[config.mk]
export PLATFORM = sky130hd
export DESIGN_NAME = uart_tx_param
export DESIGN_NICKNAME = d
export VERILOG_FILES = /design/src/rtl/uart_tx_param.sv
export SDC_FILE = /design/constraint.sdc
export NUM_CORES = 1
export LEC_CHECK = 0
export BUFFER_PORTS_ARGS = -buffer_cell sky130_fd_sc_hd__buf_2
export CELL_PAD_IN_SITES_DETAIL_PLACEMENT = 1
export CELL_PAD_IN_SITES_GLOBAL_PLACEMENT = 1
export CORE_ASPECT_RATIO = 0.8
export CORE_MARGIN = 5
export CORE_UTILIZATION = 37
export CTS_CLUSTER_DIAMETER = 40
export DETAILED_ROUTE_END_ITERATION = 7
export PLACE_DENSITY = 0.78
export SYNTH_ARGS = -nofsm -noshare
export SYNTH_HDL_FRONTEND = slang
export SYNTH_SLANG_ARGS = --single-unit
[constraint.sdc]
create_clock -name clk -period 1.8 [get_ports clk]
set_input_delay 0.27 -clock clk [delete_from_list [all_inputs] [get_ports clk]]
set_output_delay 0.27 -clock clk [all_outputs]
set_load 0.01 [all_outputs]
[src/rtl/uart_tx_param.sv]
// Parametrised UART frame transmitter: start bit, DATA_W data bits LSB-first,
// optional parity bit, then one or two stop bits, each held CLKS_PER_BIT clocks.
module uart_tx_param #(
  parameter int DATA_W       = 8,
  parameter int CLKS_PER_BIT = 4,
  parameter int PARITY       = 0,
  parameter int STOP_BITS    = 1
) (
  input  logic              clk,
  input  logic              rst_n,
  input  logic              valid,
  input  logic [DATA_W-1:0] data,
  output logic              ready,
  output logic              tx,
  output logic              busy,
  output logic [2:0]        state_out
);

  localparam logic [2:0] S_IDLE   = 3'd0;
  localparam logic [2:0] S_START  = 3'd1;
  localparam logic [2:0] S_DATA   = 3'd2;
  localparam logic [2:0] S_PARITY = 3'd3;
  localparam logic [2:0] S_STOP   = 3'd4;

  localparam int BAUD_W = (CLKS_PER_BIT > 1) ? $clog2(CLKS_PER_BIT) : 1;
  localparam int BIT_W  = (DATA_W > 2) ? $clog2(DATA_W) : 1;

  localparam logic [BAUD_W-1:0] BAUD_LAST = BAUD_W'(CLKS_PER_BIT - 1);
  localparam logic [BIT_W-1:0]  DATA_LAST = BIT_W'(DATA_W - 1);
  localparam logic [BIT_W-1:0]  STOP_LAST = BIT_W'(STOP_BITS - 1);

  logic [2:0]        state_q, state_d;
  logic [BAUD_W-1:0] baud_q, baud_d;
  logic [BIT_W-1:0]  bit_q, bit_d;
  logic [DATA_W-1:0] shift_q, shift_d;
  logic              par_q, par_d;
  logic              tx_q, tx_d;
  logic              ready_q, ready_d;
  logic              busy_q, busy_d;
  logic              bit_end;

  // The bit counter is shared: it counts data bits in DATA and stop bits in STOP.
  always_comb begin
    state_d = state_q;
    baud_d  = baud_q;
    bit_d   = bit_q;
    shift_d = shift_q;
    par_d   = par_q;
    tx_d    = tx_q;
    ready_d = ready_q;
    bit_end = (baud_q == BAUD_LAST);

    if (state_q != S_IDLE) begin
      baud_d = bit_end ? '0 : baud_q + BAUD_W'(1);
    end

    case (state_q)
      S_IDLE: begin
        if (valid) begin
          shift_d = data;
          par_d   = (PARITY == 2) ? ~(^data) : ^data;
          state_d = S_START;
          tx_d    = 1'b0;
          ready_d = 1'b0;
          baud_d  = '0;
          bit_d   = '0;
        end
      end
      S_START: begin
        if (bit_end) begin
          state_d = S_DATA;
          tx_d    = shift_q[0];
          bit_d   = '0;
        end
      end
      S_DATA: begin
        if (bit_end) begin
          if (bit_q == DATA_LAST) begin
            bit_d = '0;
            if (PARITY != 0) begin
              state_d = S_PARITY;
              tx_d    = par_q;
            end else begin
              state_d = S_STOP;
              tx_d    = 1'b1;
            end
          end else begin
            shift_d = shift_q >> 1;
            tx_d    = shift_d[0];
            bit_d   = bit_q + BIT_W'(1);
          end
        end
      end
      S_PARITY: begin
        if (bit_end) begin
          state_d = S_STOP;
          tx_d    = 1'b1;
          bit_d   = '0;
        end
      end
      S_STOP: begin
        if (bit_end) begin
          if (bit_q == STOP_LAST) begin
            state_d = S_IDLE;
            ready_d = 1'b1;
            bit_d   = '0;
          end else begin
            bit_d = bit_q + BIT_W'(1);
          end
        end
      end
      default: begin
        state_d = S_IDLE;
        tx_d    = 1'b1;
        ready_d = 1'b1;
        baud_d  = '0;
        bit_d   = '0;
      end
    endcase

    busy_d = ~ready_d;
  end

  always_ff @(posedge clk) begin
    if (!rst_n) begin
      state_q <= S_IDLE;
      baud_q  <= '0;
      bit_q   <= '0;
      shift_q <= '0;
      par_q   <= 1'b0;
      tx_q    <= 1'b1;
      ready_q <= 1'b1;
      busy_q  <= 1'b0;
    end else begin
      state_q <= state_d;
      baud_q  <= baud_d;
      bit_q   <= bit_d;
      shift_q <= shift_d;
      par_q   <= par_d;
      tx_q    <= tx_d;
      ready_q <= ready_d;
      busy_q  <= busy_d;
    end
  end

  assign ready     = ready_q;
  assign tx        = tx_q;
  assign busy      = busy_q;
  assign state_out = state_q;

endmodule

==> results of run 1 <==
-- flip-flops by register name, indices dropped and copies added, names as in the netlist --
| signal | flops |
|---|---|
| ready | 1 |
| bit_q | 3 |
| state_out | 3 |
| tx | 1 |
| busy | 1 |
| baud_q | 2 |
| shift_q | 8 |
-- synthesized netlist by cell type, drive strengths merged (2+ instances only) --
| cell | count |
|---|---|
| nand2 | 16 |
| o21a | 2 |
| clkbuf | 3 |
| a21oi | 5 |
| a211oi | 3 |
| dfxtp | 19 |
| inv | 3 |
| mux2i | 8 |
| ha | 4 |
| nand2b | 5 |
| o21ai | 4 |
| and3 | 2 |
| nand4 | 3 |
| nor3 | 2 |
| nor2 | 4 |
| a21boi | 4 |
| buf | 5 |
| nand3b | 3 |
| o211a | 7 |
-- where the power goes --
| group | internal, W | switching (W) | total [W] |
|---|---|---|---|
| Clock | 0.0000863 | 0.000136 | 0.000222 |
| Sequential | 0.000521 | 0.000103 | 0.000624 |
| Combinational | 0.000330 | 0.000370 | 0.000700 |
| Total | 0.000938 | 0.000608 | 0.00155 |
-- worst max-delay path, stage by stage (launching register included) --
cell and delay (ps):
dfxtp_1 360, ha_1 200, ha_1 220, nand3b_1 200
a211oi_2 260, buf_6 190, nand2_1 70, o211a_1 130
-- layout make-up --
cell class              count  area, µm²
repair buffers             21        121
multi-input cells          86        636
fillers                   334       1520
well taps                  38       47.5
inverters                   3       11.3
clock buffers               4       26.3
flip-flops and latches     19        380
-- path summary, 6_finish.rpt --
| path | start | endpoint | slack [ps] | depth (start not counted) |
|---|---|---|---|---|
| setup / recovery | bit_q[0]$_SDFFE_PN0P_ | shift_q[1]$_SDFFE_PN0P_ | 90 | 7 |
| hold / removal | data[7] | shift_q[7]$_SDFFE_PN0P_ | 250 | 3 |
| setup reg to reg | bit_q[0]$_SDFFE_PN0P_ | shift_q[1]$_SDFFE_PN0P_ | 90 | 7 |
| hold reg to reg | bit_q[2]$_SDFFE_PN0P_ | bit_q[2]$_SDFFE_PN0P_ | 490 | 2 |
-- what timing repair did --
item | 4_1_cts | 5_1_grt
resized for setup | 0 | 5
endpoints found under the setup margin | 0 | 12
buffers inserted | 0 | 0
-- cells by family (layout without fill, tap and decap cells) --
| family | after synthesis | count (layout) | share of synthesized area |
|---|---|---|---|
| simple gates | 42 | 42 | 0.210 |
| flops | 19 | 19 | 0.364 |
| fa+ha+maj | 4 | 4 | 0.0479 |
| buf+inv | 11 | 28 | 0.0479 |
| compound gates | 32 | 32 | 0.254 |
| mux | 8 | 8 | 0.0766 |
-- per-layer routing --
metal / vias to the layer above / track usage / part of all wire
met5: - / 0 / 0
met4: 0 / 0.0501 / 0.0053
met3: 2 / 0.0352 / 0.022
met2: 13 / 0.242 / 0.52
met1: 443 / 0.170 / 0.45
li1: 454 / - / -
-- layout by cell type (no fill, tap or decap), types with 2 or more instances in the layout --
| cell type | netlist | final |
|---|---|---|
| dfxtp_1 | 19 | 19 |
| a21boi_0 | 2 | 2 |
| buf_2 | 3 | 16 |
| inv_1 | 3 | 3 |
| nand2_1 | 16 | 16 |
| nor2_1 | 4 | 4 |
| a21boi_1 | 2 | 2 |
| nand3b_1 | 3 | 3 |
| nand2b_1 | 5 | 5 |
| o21a_1 | 2 | 2 |
| o211a_1 | 7 | 7 |
| nor3_1 | 2 | 2 |
| a211oi_2 | 1 | 2 |
| mux2i_1 | 8 | 8 |
| a21oi_1 | 5 | 4 |
| ha_1 | 4 | 3 |
| buf_4 | 1 | 4 |
| o21ai_0 | 3 | 3 |
| nand4_1 | 3 | 3 |
| clkbuf_4 | 0 | 3 |
| and3_1 | 2 | 2 |
-- through the flow --
step | instances | power [W] | hold WS, ps | setup TNS (ps) | area [µm²]
after floorplan | 116 | 0.00110 | 428 | 0 | 1040
after global placement | 167 | 0.00126 | 460 | 0 | 1170
after detailed placement | 167 | 0.00130 | 478 | 0 | 1170
after CTS | 171 | 0.00153 | 233 | 0 | 1200
after global routing | 171 | 0.00167 | 246 | -0.225 | 1220
final | 171 | 0.00155 | 245 | 0 | 1220
==> results_dict.tcl, run 1 <==
set metrics [dict create \
    maxSlewHeadroom 0.685 \
    dr_total_vias 912 \
    syn2layout_area_growth_pct 17.0 \
    antenna_cells 0 \
    maxCapViolCount 0 \
    fp.dieH_um 57.5 \
    grt_max_degree 23 \
    syn_area_per_cell_um2 9.01 \
    portBuffers 16 \
    synth_flop_cell "dfxtp_1" \
    period_needed_ps 1710 \
    max_slew.worst_pin.slew_ps 466 \
    netlist-cell-type-count 39 \
    synthTopCellsByArea "dfxtp_1, mux2i_1, o211a_1" \
    synth_area_leader_cell "dfxtp_1" \
    antenna_found_initial 0 \
    syn_inst 116 \
    max_freq_mhz 584 \
    startpoint_type "flip-flop" \
    clock_skew_ps 3.89 \
    path_clk_slew_ps 110 \
    postRouteWirelength_um 2640 \
    dieArea_um2 3990 \
    ios 17 \
    gp_congestion 0.813 \
    ir_drop_uv 604 \
    period_share 0.952 \
    drt_iter0_drc 36 \
    clock-sinks 19 \
    initial_utilization 0.381 \
    cts_root_buf "clkbuf_4" \
    setup_violations 0 \
    drive_gt1_frac 0.233 \
    critPathKind "reg2reg" \
    dp.final_hpwl_um 1930 \
    synthArstFlopShare 0 \
    cts_tree "yes" \
    cp-end-kind "flip-flop" \
    p_leak_nw 0.525 \
    detail-route-antenna-nets 0 \
    status "finished clean" \
    first_pass_iters 4 \
    grt_overflow 0 \
    grt_usage 0.140 \
    core_um2 2740 \
    die_w_um 69.4 \
    wl_per_cell_um 15.4 \
    h-tree-depth 1 \
    final_net_count 149 \
    grt_pass1_wl_um 4450 \
    setup_ws_ps 86.9 \
    hold_viol_final 0 \
    cp_data_required_time_ps 2000 \
    cts_buffer_depth 2 \
    cts_made_buffers 3 \
    syn_nets 131 \
    ys_ff_latch 19 \
    slew_viol_final 0 \
    arrival_ps 1920 \
    synth-edff-count 0 \
    row_count 17 \
    ys_warn_count 0 \
    cellPowerDensity_nw_per_um2 1260 \
    min-delay-path-class "in2reg" \
    vias_per_cell 5.33 \
    path_max_fanout 15 \
    netlist_area_um2 1040 \
    yosysTopAreaCellShare 0.364 \
    first_global_vias 939 \
    fin_util 0.446 \
    synth-seq-area-share 0.364 \
    dp_slack_ps 78.1 \
    clock_latency_ps 300 \
    holdBufCountCts 0 \
    route.detailed.drc 0 \
]
No activity file was read; power rests on OpenSTA's default activity.
==> run 2: changes to the inputs <==
--- a/config.mk
+++ b/config.mk
@@ -10,10 +10,11 @@
 export CELL_PAD_IN_SITES_GLOBAL_PLACEMENT = 1
 export CORE_ASPECT_RATIO = 0.8
 export CORE_MARGIN = 5
-export CORE_UTILIZATION = 37
+export CORE_UTILIZATION = 41
 export CTS_CLUSTER_DIAMETER = 40
+export CTS_CLUSTER_SIZE = 10
 export DETAILED_ROUTE_END_ITERATION = 7
-export PLACE_DENSITY = 0.78
+export PLACE_DENSITY = 0.82
 export SYNTH_ARGS = -nofsm -noshare
 export SYNTH_HDL_FRONTEND = slang
 export SYNTH_SLANG_ARGS = --single-unit
==> constraint.sdc (replaced) <==
create_clock -name clk -period 1.7 [get_ports clk]
set_input_delay 0.255 -clock clk [delete_from_list [all_inputs] [get_ports clk]]
set_output_delay 0.255 -clock clk [all_outputs]
set_load 0.01 [all_outputs]
==> results_dict.tcl, run 2 (synthesis gave the netlist of run 1 again) <==
set metrics [dict create \
    ir_drop_uv 724 \
    dr_total_vias 952 \
    die_w_um 66.4 \
    final_net_count 152 \
    layout_common_cells "buf_2, nand2_1, dfxtp_1" \
    cts_made_buffers 3 \
    grt_usage 0.164 \
    cp_data_required_time_ps 1880 \
    first_pass_iters 4 \
    hold_viol_final 0 \
    vias_per_cell 5.53 \
    maxSlewHeadroom 0.680 \
    rsz0062_at_grt "true" \
    cts_tree "yes" \
    path_clk_slew_ps 110 \
    period_needed_ps 1640 \
    cp-end-kind "flip-flop" \
    largest_register_ffs 8 \
    core_um2 2440 \
    holdBufCountCts 0 \
    r2r_start "bit_q[1]$_SDFFE_PN0P_" \
    worstReg2RegEnd "shift_q[7]$_SDFFE_PN0P_" \
    max_freq_mhz 609 \
    hold_depth 3 \
    gp_congestion 0.831 \
    largest-register "shift_q" \
    period_share 0.965 \
    place_inst 165 \
    min-delay-path-class "in2reg" \
    postRouteWirelength_um 2610 \
    syn2layout_area_growth_pct 22.0 \
    fill_cells 308 \
    fin_cells 172 \
    startpoint_type "flip-flop" \
    clock_skew_ps 2.10 \
    antenna_found_initial 0 \
    final_common_cell "buf_2" \
    max_slew.worst_pin.slew_ps 473 \
    cts_buffer_depth 2 \
    critPathKind "reg2reg" \
    detail-route-antenna-nets 0 \
    dp.final_hpwl_um 1880 \
    wl_per_cell_um 15.2 \
    r2r_slack_ps 60 \
    fp.dieH_um 55.2 \
    maxCapViolCount 0 \
    h-tree-depth 1 \
    grt_pass1_wl_um 4480 \
    route.detailed.drc 0 \
    drive_gt1_frac 0.301 \
    slew_viol_final 0 \
    grt_overflow 0 \
    dieArea_um2 3660 \
    fin_hold_ws_ps 282 \
    cts_root_buf "clkbuf_4" \
    path_max_fanout 7 \
    first_global_vias 931 \
    portBuffers 16 \
    ios 17 \
    arrival_ps 1830 \
    p_leak_nw 0.537 \
    worstRegToRegCells 7 \
    row_count 16 \
    endpoint "shift_q[7]$_SDFFE_PN0P_" \
    grt_max_degree 23 \
    status "finished clean" \
    clock-sinks 19 \
    clock_latency_ps 300 \
    setup_violations 0 \
    drt_iter0_drc 32 \
    initial_utilization 0.428 \
    startpoint "bit_q[1]$_SDFFE_PN0P_" \
    cellPowerDensity_nw_per_um2 1310 \
    antenna_cells 0 \
]
run 2: metal layers:
| layer | track usage | share of wire | up-vias |
|---|---|---|---|
| met5 | 0 | 0 | - |
| met4 | 0.0304 | 0.0038 | 0 |
| met3 | 0.0424 | 0.038 | 2 |
| met2 | 0.288 | 0.47 | 18 |
| met1 | 0.205 | 0.49 | 468 |
| li1 | - | - | 464 |
run 2: repair_timing:
item | CTS | global route
setup buffers | 1 | 1
pin swaps | 1 | 2
gates resized for setup | 7 | 8
setup endpoints to repair | 8 | 9
hold endpoints to repair | 0 | 0
gates cloned | 1 | 0
run 2: worst max-delay path, cell delays in order (launching register included):
cell and delay, ps:
dfxtp_2 360, ha_4 160, ha_4 150, nand3b_1 170
a211oi_2 310, buf_6 170, nand2b_1 110, a21boi_0 90
run 2: how the worst min path moves through the flow:
stage	start	endpoint	slack, ps
after global routing	data[7]	shift_q[7]$_SDFFE_PN0P_	270
after detailed placement	bit_q[2]$_SDFFE_PN0P_	bit_q[2]$_SDFFE_PN0P_	480
final	data[7]	shift_q[7]$_SDFFE_PN0P_	280
after CTS	data[7]	shift_q[7]$_SDFFE_PN0P_	290
after global placement	shift_q[7]$_SDFFE_PN0P_	shift_q[7]$_SDFFE_PN0P_	470
after floorplan	valid	shift_q[7]$_SDFFE_PN0P_	410
run 2: where the power goes:
group	switching, W	total (W)	internal, W
Combinational	0.000422	0.000792	0.000370
Sequential	0.0000903	0.000646	0.000556
Clock	0.000145	0.000236	0.0000914
run 2: layout make-up:
cell class	count	area, µm²	area share
Clock buffer	4	26.3	0.0206
Sequential cell	19	385	0.302
Multi-Input combinational cell	86	663	0.520
Timing Repair Buffer	24	144	0.113
Tap cell	36	45.0	0.0353
Inverter	3	11.3	0.00883
run 2: per-stage QoR:
step                      total power [W]  utilization  setup WS [ps]  TNS (ps)  cell area, µm²
after global placement            0.00133        0.478           34.5         0            1170
final                             0.00167        0.522           58.7         0            1270
after floorplan                   0.00117            -           5.88         0            1040
after detailed placement          0.00137        0.478          -52.2      -136            1170
after CTS                         0.00166        0.503           3.07         0            1230
after global routing              0.00180        0.522           3.31         0            1270
==> run 3: changes to the inputs <==
--- a/config.mk
+++ b/config.mk
@@ -9,12 +9,13 @@
 export CELL_PAD_IN_SITES_DETAIL_PLACEMENT = 1
 export CELL_PAD_IN_SITES_GLOBAL_PLACEMENT = 1
 export CORE_ASPECT_RATIO = 0.8
-export CORE_MARGIN = 5
+export CORE_MARGIN = 1
 export CORE_UTILIZATION = 41
 export CTS_CLUSTER_DIAMETER = 40
 export CTS_CLUSTER_SIZE = 10
 export DETAILED_ROUTE_END_ITERATION = 7
-export PLACE_DENSITY = 0.82
+export PLACE_DENSITY = 0.83
+export SLEW_MARGIN = 20
 export SYNTH_ARGS = -nofsm -noshare
 export SYNTH_HDL_FRONTEND = slang
 export SYNTH_SLANG_ARGS = --single-unit
==> results_dict.tcl, run 3 (synthesis gave the netlist of run 1 again) <==
set metrics [dict create \
    crit_chain "ha_1 -> ha_2 -> nand3b_1 -> a211oi_2 -> buf_6 -> nand2b_1 -> a21boi_0" \
    wl_per_cell_um 16.1 \
    maxSlewHeadroom 0.642 \
    p_leak_nw 0.530 \
    first_pass_iters 4 \
    hold_viol_final 0 \
    row_count 15 \
    portBuffers 16 \
    cp_top_family "adder cells" \
    period_share 0.975 \
    h-tree-depth 1 \
    cts_tree "yes" \
    drt_iter0_drc 33 \
    fin_area_um2 1240 \
    die_w_um 58.4 \
    critPathKind "reg2reg" \
    maxCapViolCount 0 \
    max_freq_mhz 604 \
    arrival_ps 1840 \
    ios 17 \
    initial_utilization 0.460 \
    cp-end-kind "flip-flop" \
    postRouteWirelength_um 2710 \
    cpPeakStageDelay_ps 350 \
    hold_start "data[7]" \
    place_area_um2 1170 \
    first_global_vias 897 \
    antenna_cells 0 \
    slew_viol_final 0 \
    vias_per_cell 5.71 \
    fill_cells 277 \
    post_cts_buffers 0 \
    fp.dieH_um 47.2 \
    status "finished clean" \
    cts_root_buf "clkbuf_4" \
    setup_violations 0 \
    antenna_found_initial 0 \
    startpoint "bit_q[0]$_SDFFE_PN0P_" \
    final_common_cell "buf_2" \
    ir_drop_uv 716 \
    clock-sinks 19 \
    dr_total_vias 960 \
    dieArea_um2 2760 \
    grt_max_degree 23 \
    startpoint_type "flip-flop" \
    drive_gt1_frac 0.269 \
    clock_latency_ps 300 \
    holdBufCountCts 0 \
    period_needed_ps 1660 \
    r2r_start "bit_q[0]$_SDFFE_PN0P_" \
    detail-route-antenna-nets 0 \
    grt_overflow 0 \
    fin_util 0.548 \
    path_max_fanout 8 \
    cellPowerDensity_nw_per_um2 1370 \
    crit_buf_inv 1 \
    cts_buffer_depth 2 \
    max_slew.worst_pin.slew_ps 530 \
    path_clk_slew_ps 100 \
    cp_data_required_time_ps 1890 \
    dp.final_hpwl_um 1950 \
    layout_common_cells "buf_2, nand2_1, dfxtp_1" \
    cts_made_buffers 3 \
    min-delay-path-class "in2reg" \
    core_um2 2270 \
    syn2layout_area_growth_pct 19.0 \
    largest_register_ffs 8 \
    clock_skew_ps 6.55 \
    crit_path_top_delay_cell "dfxtp_2" \
    largest-register "shift_q" \
    grt_pass1_wl_um 4250 \
    grt_usage 0.216 \
    final_net_count 150 \
    route.detailed.drc 0 \
    gp_congestion 0.815 \
]
[run 3: per-stage QoR]
| stage | TNS (ps) | total power [W] | hold WS (ps) | worst slack [ps] | instances |
|---|---|---|---|---|---|
| after detailed placement | -138 | 0.00138 | 481 | -43.7 | 163 |
| after CTS | 0 | 0.00164 | 237 | 12.2 | 167 |
| final | 0 | 0.00170 | 237 | 43.2 | 168 |
| after global routing | -145 | 0.00182 | 252 | -48.2 | 168 |
| after floorplan | 0 | 0.00117 | 413 | 5.88 | 116 |
| after global placement | 0 | 0.00134 | 464 | 31.4 | 163 |
[run 3: final timing paths]
check / to / slack, ps / cells past startpoint
max: shift_q[7]$_SDFFE_PN0P_ / 40 / 7
max reg2reg: shift_q[7]$_SDFFE_PN0P_ / 40 / 7
min: shift_q[7]$_SDFFE_PN0P_ / 240 / 3
min reg2reg: bit_q[0]$_SDFFE_PN0P_ / 490 / 2
[run 3: worst register-to-register path: cells and delay by family (launching register included)]
kind,cells,cell delay (ps)
adder cells (fa/ha/maj),2,380
AO/OA/AOI/OAI,2,360
flip-flops,1,350
AND/OR/NAND/NOR,2,290
buffers and inverters,1,180
[run 3: area by class of cell]
type                    instances  area, µm²  share of cell area
repair buffers                 22        126               0.102
multi-input cells              86        653               0.525
inverters                       3       11.3             0.00905
clock buffers                   4       26.3              0.0211
flip-flops and latches         19        384               0.309
well taps                      34       42.5              0.0342
[run 3: timing repair]
item                                    CTS  global route
endpoints found under the setup margin    6            12
pin swaps                                 0             2
cloned                                    0             1
resized for setup                         4             7
[run 3: where the power goes]
| group | leakage, nW | internal [W] | total, W | switching (W) |
|---|---|---|---|---|
| registers | 0.158 | 0.000556 | 0.000653 | 0.0000969 |
| logic | 0.358 | 0.000379 | 0.000817 | 0.000439 |
| clock network | 0.0150 | 0.0000913 | 0.000230 | 0.000139 |
| total | 0.530 | 0.00103 | 0.00170 | 0.000675 |
[run 3: routing by layer]
layer | track usage | vias to the layer above | part of all wire | wire length [µm]
met5 | 0 | - | 0 | 0
met4 | 0.0714 | 0 | 0.015 | 42
met3 | 0.0551 | 4 | 0.054 | 147
met2 | 0.386 | 26 | 0.49 | 1320
met1 | 0.261 | 470 | 0.44 | 1200
li1 | - | 460 | - | -
